<file path="config.mk">
export PLATFORM = sky130hd
export DESIGN_NAME = pong_game_ctrl
export DESIGN_NICKNAME = d
export VERILOG_FILES = /design/src/rtl/pong_pkg.sv /design/src/rtl/bcd_score_counter.sv /design/src/rtl/pong_game_ctrl.sv
export SDC_FILE = /design/constraint.sdc
export NUM_CORES = 1
export LEC_CHECK = 0
export CAP_MARGIN = 40
export CORE_MARGIN = 2
export CORE_UTILIZATION = 29
export DETAILED_ROUTE_END_ITERATION = 10
export PLACE_DENSITY = 0.6
export SLEW_MARGIN = 20
export SYNTH_ARGS = -nofsm -noshare
export SYNTH_HDL_FRONTEND = slang
export SYNTH_SLANG_ARGS = --single-unit
export TNS_END_PERCENT = 5
</file>
<file path="constraint.sdc">
create_clock -name clk -period 2 [get_ports clk]
set_input_delay 0.4 -clock clk [delete_from_list [all_inputs] [get_ports clk]]
set_output_delay 0.4 -clock clk [all_outputs]
set_load 0.02 [all_outputs]
</file>
<file path="src/rtl/pong_pkg.sv">
// Shared types and constants for the pong game-flow controller and its timer.
package pong_pkg;

  typedef enum logic [1:0] {
    NEWGAME,
    PLAY,
    NEWBALL,
    OVER
  } game_state_t;

  typedef logic [3:0] bcd_t;

  localparam int TIMER_W = 7;

endpackage

</file>
<file path="src/rtl/bcd_score_counter.sv">
// Two-digit BCD score register.
// When PONG_SCORE_SAT_EN is defined the score saturates at 99.
// Otherwise 99 + 1 wraps to 00.
// A clear request takes priority over an increment.
module bcd_score_counter
  import pong_pkg::*;
(
  input  logic clk,
  input  logic reset_n,
  input  logic clr,
  input  logic inc,
  output bcd_t d1,
  output bcd_t d0
);

  bcd_t d1_next;
  bcd_t d0_next;

  // Next BCD value for a single increment, including the carry and the 99 boundary
  always_comb begin
    d1_next = d1;
    d0_next = d0;
    if (d0 == 4'd9) begin
      d0_next = 4'd0;
      if (d1 == 4'd9) begin
`ifdef PONG_SCORE_SAT_EN
        d1_next = 4'd9;
        d0_next = 4'd9;
`else
        d1_next = 4'd0;
`endif
      end else begin
        d1_next = d1 + 4'd1;
      end
    end else begin
      d0_next = d0 + 4'd1;
    end
  end

  // Score register: reset and clear both return to 00, clear beats increment
  always_ff @(posedge clk) begin
    if (!reset_n) begin
      d1 <= 4'd0;
      d0 <= 4'd0;
    end else if (clr) begin
      d1 <= 4'd0;
      d0 <= 4'd0;
    end else if (inc) begin
      d1 <= d1_next;
      d0 <= d0_next;
    end
  end

endmodule

</file>
<file path="src/rtl/pong_game_ctrl.sv">
// Game-flow controller for pong.
// It sequences title, play, ball relaunch and game-over.
// It paces relaunch and game-over with the countdown timer.
// It keeps the balls-left count and the BCD score.
// Optional feature: PONG_SCORE_SAT_EN (score saturates at 99) lives in bcd_score_counter.
module pong_game_ctrl
  import pong_pkg::*;
#(
  parameter int BALLS_INIT = 3,
  parameter int BALL_W     = 2
) (
  input  logic              clk,
  input  logic              reset_n,
  input  logic [1:0]        btn,
  input  logic              hit,
  input  logic              miss,
  input  logic              timer_up,
  output logic              timer_start,
  output logic              gra_still,
  output logic              ball_reset,
  output logic [3:0]        score_d1,
  output logic [3:0]        score_d0,
  output logic [BALL_W-1:0] balls_left,
  output logic              show_title,
  output logic              show_over
);

  localparam logic [BALL_W-1:0] BALLS_FULL  = BALL_W'(BALLS_INIT);
  localparam logic [BALL_W-1:0] BALLS_FIRST = BALL_W'(BALLS_INIT - 1);
  localparam logic [BALL_W-1:0] BALLS_ONE   = BALL_W'(1);

  game_state_t       state;
  game_state_t       state_next;
  logic [BALL_W-1:0] balls_next;
  logic              btn_any;
  logic              btn_any_q;
  logic              btn_rise;
  logic              score_clr;
  logic              score_inc;

  assign btn_any  = |btn;
  assign btn_rise = btn_any & ~btn_any_q;

  // Button history, so only a fresh press can advance the game
  always_ff @(posedge clk) begin
    if (!reset_n) begin
      btn_any_q <= 1'b0;
    end else begin
      btn_any_q <= btn_any;
    end
  end

  // State and balls-left registers
  always_ff @(posedge clk) begin
    if (!reset_n) begin
      state      <= NEWGAME;
      balls_left <= BALLS_FULL;
    end else begin
      state      <= state_next;
      balls_left <= balls_next;
    end
  end

  // Next-state, balls-left update, score control and Mealy pulse outputs
  always_comb begin
    state_next  = state;
    balls_next  = balls_left;
    score_clr   = 1'b0;
    score_inc   = 1'b0;
    timer_start = 1'b0;
    ball_reset  = 1'b0;
    gra_still   = 1'b1;
    show_title  = 1'b0;
    show_over   = 1'b0;
    case (state)
      NEWGAME: begin
        show_title = 1'b1;
        score_clr  = 1'b1;
        balls_next = BALLS_FULL;
        if (btn_rise) begin
          state_next = PLAY;
          balls_next = BALLS_FIRST;
          ball_reset = 1'b1;
        end
      end
      PLAY: begin
        gra_still = 1'b0;
        if (miss) begin
          timer_start = 1'b1;
          state_next  = (balls_left == '0) ? OVER : NEWBALL;
        end else if (hit) begin
          score_inc = 1'b1;
        end
      end
      NEWBALL: begin
        if (timer_up && btn_rise && (balls_left != '0)) begin
          state_next = PLAY;
          balls_next = balls_left - BALLS_ONE;
          ball_reset = 1'b1;
        end
      end
      OVER: begin
        show_over = 1'b1;
        if (timer_up) begin
          state_next = NEWGAME;
          score_clr  = 1'b1;
          balls_next = BALLS_FULL;
        end
      end
      default: begin
        state_next = NEWGAME;
      end
    endcase
    // A cycle under reset must never launch the timer or recentre the ball
    if (!reset_n) begin
      timer_start = 1'b0;
      ball_reset  = 1'b0;
    end
  end

  bcd_score_counter u_score (
    .clk     (clk),
    .reset_n (reset_n),
    .clr     (score_clr),
    .inc     (score_inc),
    .d1      (score_d1),
    .d0      (score_d0)
  );

endmodule
</file>
# After elaboration in Yosys (flattened, before gate mapping)
# Index checks and enable logic that the tools add are counted.
[op_classes]
add_sub_neg = 3
eq_ne = 9
mux = 27
n_bitwise = 3
n_reduce_logical = 11
[ops]
columns = ["operator", "count"]
rows = [
  ["$mux 1", 15],
  ["$mux 2", 6],
  ["$add 4x1->4 const B", 2],
  ["$eq 4x4->1 const B", 2],
  ["$mux 4", 2],
  ["$ne 2x2->1 const B", 4],
  ["$pmux 2 s4", 1],
  ["$pmux 2 s3", 1],
  ["$eq 2x2->1 const B", 2],
  ["$logic_not 2->1", 2],
  ["$pmux 1 s2", 2],
  ["$reduce_and 4->1", 1],
  ["$reduce_or 2->1", 2],
  ["$reduce_and 3->1", 1],
  ["$reduce_bool 3->1", 1],
  ["$eq 2x1->1 const B", 1],
  ["$logic_and 1x1->1", 2],
  ["$not 1->1", 2],
  ["$reduce_and 2->1", 1],
  ["$reduce_bool 2->1", 1],
  ["$sub 2x1->2 const B", 1],
  ["$and 1x1->1", 1],
]
[word_totals]
ff_bits = 13
in_bits = 7
output_inout_bits = 15
word_cells = 58

# Depth between registers and ports, before layout
# Gate-level depths: netlist (run 1).
[depth]
word_depth = 7
depth_mapped = 6
depth_no_buf = 6

# Modules after synthesis
# A second synthesis (run 1) with hierarchy kept.
[hier_totals]
cells_unflattened = 94
area_unflattened_um2 = 834.6
[by_module_without_submodules]
columns = ["module", "instances", "cells_each", "area_each_um2", "seq_area_each_um2"]
rows = [
  ["pong_game_ctrl", 1, 50, 434.2, 100.1],
  ["bcd_score_counter", 1, 44, 400.4, 160.2],
]

# Worst setup path before layout (run 1)
# No wires, ideal clock.
[synth_path]
kind = "reg2out"
start = "register balls_left[0]"
end = "output port ball_reset"
arrival_ns = 1.240
required_ns = 1.600
path_slack_ns = 0.360
stages_incl_launch_ff = 5
n_path_buf = 0
path_cell_list = "dfxtp_1 > inv_1 > ha_1 > and3b_1 > o211a_1"
[synth_via]
elab_chain_len = 5
[synth_lines]
columns = ["element", "line_no", "source"]
rows = [
  ["from (decl)", "pong_game_ctrl.sv:23", "output logic [BALL_W-1:0] balls_left,"],
  ["from (signal assigned)", "pong_game_ctrl.sv:60", "balls_left <= balls_next;"],
  ["$reduce_bool 2->1", "pong_game_ctrl.sv:96", "if (timer_up && btn_rise && (balls_left != '0)) begin"],
  ["$logic_and 1x1->1", "pong_game_ctrl.sv:96", ""],
  ["$mux 1", "pong_game_ctrl.sv:96", ""],
  ["$pmux 1 s2", "pong_game_ctrl.sv:75", "case (state)"],
  ["$mux 1", "pong_game_ctrl.sv:115", "if (!reset_n) begin"],
  ["to (decl)", "pong_game_ctrl.sv:20", "output logic ball_reset,"],
]
# Every way passes these cells.

# Final worst setup path (run 1)
[layout_path]
start = "register state[1]"
end = "output port timer_start"
[layout_via]
elab_chain_len = 3
[layout_lines]
columns = ["element", "line_no", "source"]
rows = [
  ["from (decl)", "pong_game_ctrl.sv:32", "game_state_t state;"],
  ["from (signal assigned)", "pong_game_ctrl.sv:59", "state <= state_next;"],
  ["$eq 2x1->1", "pong_game_ctrl.sv:75", ""],
  ["$mux 1", "pong_game_ctrl.sv:75", ""],
  ["$mux 1", "pong_game_ctrl.sv:115", ""],
  ["to (decl)", "pong_game_ctrl.sv:18", "output logic timer_start,"],
]
# Every way passes these cells.

==> results of run 1 <==
-- through the flow --
stage | util | cell area, µm² | std cells
after floorplan | - | 807 | 89
after global placement | 0.422 | 1140 | 153
after detailed placement | 0.422 | 1140 | 153
after CTS | 0.432 | 1170 | 157
after global routing | 0.430 | 1170 | 157
final | 0.430 | 1170 | 157
-- power by group through the flow --
stage | registers (mW) | logic (mW) | clock network [mW]
2_1_floorplan | 0.341 | 0.352 | 0
3_3_place_gp | 0.319 | 0.622 | 0
3_5_place_dp | 0.320 | 0.628 | 0
4_1_cts | 0.318 | 0.613 | 0.185
5_1_grt | 0.324 | 0.671 | 0.205
6_report | 0.319 | 0.607 | 0.180
-- registers in the layout (all words and copies together) (netlist names) --
register    flops
state           2
balls_left      2
btn_any_q       1
u_score.d0      4
u_score.d1      4
-- area by class of cell --
class                           count  area [µm²]
Fill cell                         291        1540
Multi-Input combinational cell     69         515
Timing Repair Buffer               34         302
Sequential cell                    13         262
Tap cell                           31        38.8
Clock buffer                        4        26.3
Inverter                            6        22.5
-- cell families after synthesis --
kind of cell | share of synthesized area
AND/OR/NAND/NOR | 0.285
AO/OA/AOI/OAI | 0.152
flip-flops | 0.322
buffers and inverters | 0.0419
adder cells (fa/ha/maj) | 0.0930
multiplexers | 0.0620
XOR/XNOR | 0.0434
-- metal layers --
layer / up-vias / global-route usage / routed length [µm]
li1: 386 / - / -
met1: 354 / 0.140 / 805
met2: 23 / 0.223 / 914
met3: 4 / 0.0484 / 113
met4: 0 / 0.0498 / 27
met5: - / 0 / 0
-- worst min-delay path, delay by kind of cell, from the launching register on --
| family | cells | cell delay [ns] |
|---|---|---|
| DFF | 1 | 0.34 |
| AOI/OAI and AO/OA | 2 | 0.14 |
-- final timing paths --
check                                    from             to  slack (ns)  cells past startpoint
worst min register to register  u_score.d0[3]  u_score.d0[3]        0.51                      2
worst max register to register       state[0]  balls_left[0]        0.43                      7
worst max-delay path                 state[1]    timer_start         0.1                      4
worst min-delay path            u_score.d0[3]  u_score.d0[3]        0.51                      2
-- cells in the final DEF, fill, tap and decap left out, types with 2 or more instances in the layout --
| cell | Yosys | routed |
|---|---|---|
| sky130_fd_sc_hd__inv_1 | 6 | 6 |
| sky130_fd_sc_hd__a21oi_1 | 3 | 3 |
| sky130_fd_sc_hd__clkbuf_4 | 0 | 3 |
| sky130_fd_sc_hd__mux2i_1 | 5 | 5 |
| sky130_fd_sc_hd__o21ai_0 | 5 | 5 |
| sky130_fd_sc_hd__xor2_1 | 3 | 3 |
| sky130_fd_sc_hd__nor2_1 | 8 | 8 |
| sky130_fd_sc_hd__and2b_2 | 2 | 2 |
| sky130_fd_sc_hd__and2b_1 | 2 | 2 |
| sky130_fd_sc_hd__nand2_1 | 8 | 8 |
| sky130_fd_sc_hd__dlygate4sd2_1 | 0 | 3 |
| sky130_fd_sc_hd__ha_1 | 6 | 5 |
| sky130_fd_sc_hd__clkdlybuf4s50_1 | 0 | 16 |
| sky130_fd_sc_hd__buf_4 | 0 | 13 |
| sky130_fd_sc_hd__dfxtp_1 | 13 | 12 |
| sky130_fd_sc_hd__nor3_1 | 2 | 2 |
| sky130_fd_sc_hd__nand3b_1 | 3 | 3 |
-- what timing repair did --
item,in CTS,in global routing
resized for setup,8,2
buffers inserted,0,0
endpoints found under the setup margin,4,3
==> impl_summary.log, run 1 <==
INFO  metric status = completed
INFO  metric first_pass_iters = 4
INFO  metric highest_cell_delay_on_the_worst_timing_path = 0.35 ns
INFO  metric placement.setup.worst_slack = -0.222 ns
INFO  metric detail_route.wirelength = 1.86 mm
INFO  metric clk_transition_reported_paths = 0.09 ns
INFO  metric cp.required = 1.60 ns
INFO  metric power.switching_fraction = 0.403
INFO  metric post-route-worst-setup-slack = 0.0986 ns
INFO  metric route.detailed.vias_per_inst = 4.89
INFO  metric largest_cells_by_area_after_synthesis = sky130_fd_sc_hd__dfxtp_1 32%, sky130_fd_sc_hd__ha_1 9.3%, sky130_fd_sc_hd__mux2i_1 6.2%
INFO  metric critPathArrivalTime = 1.50 ns
INFO  metric routed_wire_length_per_instance = 11.9 µm
INFO  metric grt_pass1_wl = 3.22 mm
INFO  metric timing.final.crit_share = 0.951
INFO  metric rows = 19
INFO  metric sequential_share_of_power = 0.289
INFO  metric timing.critical_path.from_type = flip-flop
INFO  metric synth_area_leader_cell = sky130_fd_sc_hd__dfxtp_1
INFO  metric design.final.nets = 140
INFO  metric power.switching = 0.446 mW
INFO  metric final_layout_size_suffix_gt1_frac = 0.214
INFO  metric path_delay_family = buffers and inverters
INFO  metric p_total = 1.11 mW
INFO  metric postSynth.asyncResetShare = 0
INFO  metric inserted_clock_buffers = 3
INFO  metric number_of_antenna_violations_at_the_first_check_in_global_routing = 0
INFO  metric crit_chain = inv_1, ha_2, and3_2, dlygate4sd2_1
INFO  metric unrepaired_setup_endpoints_after_global_routing = yes
INFO  metric timing.hold.worst.class = flip-flop to flip-flop
INFO  metric fmax = 0.526 GHz
INFO  metric synthesis.instances = 89
INFO  metric max_cap_viol_count = 0
INFO  metric slew_at_the_pin_closest_to_its_max_slew_limit = 0.309 ns
INFO  metric end_kind = output pin
INFO  metric yosysSeqAreaShare = 0.322
INFO  metric design.die.area = 0.00322 mm²
INFO  metric finalWeightedCongestion = 0.775
INFO  metric insertion_delay = 0.29 ns
INFO  metric netlist-cell-type-count = 36
INFO  metric clk_root_buffer_cell = sky130_fd_sc_hd__clkbuf_4
INFO  metric timing_worst_setup_path_type = flip-flop to output pin
INFO  metric grt_max_degree = 9
INFO  metric starting_density_of_the_core = 0.298
INFO  metric synth.cell_area = 807 µm²
INFO  metric power.leakage = 0.513 nW
INFO  metric post-synth-top-count-cell = sky130_fd_sc_hd__dfxtp_1
INFO  metric number_of_enable_flip_flop_cells_after_synthesis = 0
INFO  metric antenna_viol_nets_final = 0
INFO  metric max-clock-path-buffers = 2
INFO  metric hold-worst-slack = 0.510 ns
INFO  metric hold_viol = 0
INFO  metric cts.sink_count = 13
INFO  metric irDropWorstVdd = 0.597 mV
INFO  metric crit_fanout = 7
INFO  metric final_period_minus_worst_setup_slack = 1.90 ns
INFO  metric power_frac_comb = 0.549
INFO  metric final.setup.tns = 0 ns
INFO  metric insertedDiodeCount = 0
INFO  metric synthDominantCellAreaShare = 0.322
INFO  metric max_slew_margin_vs_limit = 0.794
INFO  metric powerDensity = 948 mW/mm²
INFO  metric i_o_pins = 22
INFO  metric global_route.overflow_total = 0
INFO  metric chipHeight = 56.8 µm
INFO  metric areaGrowthSynthToFinish = 44.5%
INFO  metric synth.top_cells.by_count = 13 x sky130_fd_sc_hd__dfxtp_1, 8 x sky130_fd_sc_hd__nand2_1, 8 x sky130_fd_sc_hd__nor2_1, 6 x sky130_fd_sc_hd__ha_1, 6 x sky130_fd_sc_hd__inv_1
INFO  metric dp_hpwl = 1.43 mm
INFO  metric dr.first_iter.drc_count = 6
INFO  metric finalSetupViolations = 0
INFO  metric ys.warnings.count = 0
INFO  metric tritoncts = yes
INFO  metric final_max_slew_viols = 0
INFO  metric grtUsageTotal = 0.128
INFO  metric synth_nets = 102
INFO  metric placement.io_buffers = 21
INFO  metric fp.coreArea = 0.00271 mm²
INFO  metric vias_in_the_first_global_route = 744
INFO  metric synth.ff_latch_count = 13
INFO  metric die_w = 56.8 µm
INFO  metric htree_num_levels = 1
INFO  metric power.internal = 0.660 mW
INFO  metric critical-path-slowest-cell = sky130_fd_sc_hd__dfxtp_1
INFO  metric power_frac_clock = 0.162
INFO  metric remaining_drc_errors = 0
INFO  metric avgSynthCellArea = 9.07 µm²
INFO  metric cts-hold-fix-buffers = 0
INFO  metric finClkSkew = 0.00886 ns
INFO  metric path_buf_inv = 2
INFO  metric vias = 767
INFO  metric synth_top_flop_cell = sky130_fd_sc_hd__dfxtp_1
Note: power is estimated with default switching activity, not from simulation.
==> run 2: changes to the inputs <==
--- a/config.mk
+++ b/config.mk
@@ -8,6 +8,7 @@
 export CAP_MARGIN = 40
 export CORE_MARGIN = 2
 export CORE_UTILIZATION = 29
+export CTS_CLUSTER_DIAMETER = 40
 export DETAILED_ROUTE_END_ITERATION = 10
 export PLACE_DENSITY = 0.6
 export SLEW_MARGIN = 20
==> results of run 2 <==
Final layout, timing and power as in run 1 (identical DEF).
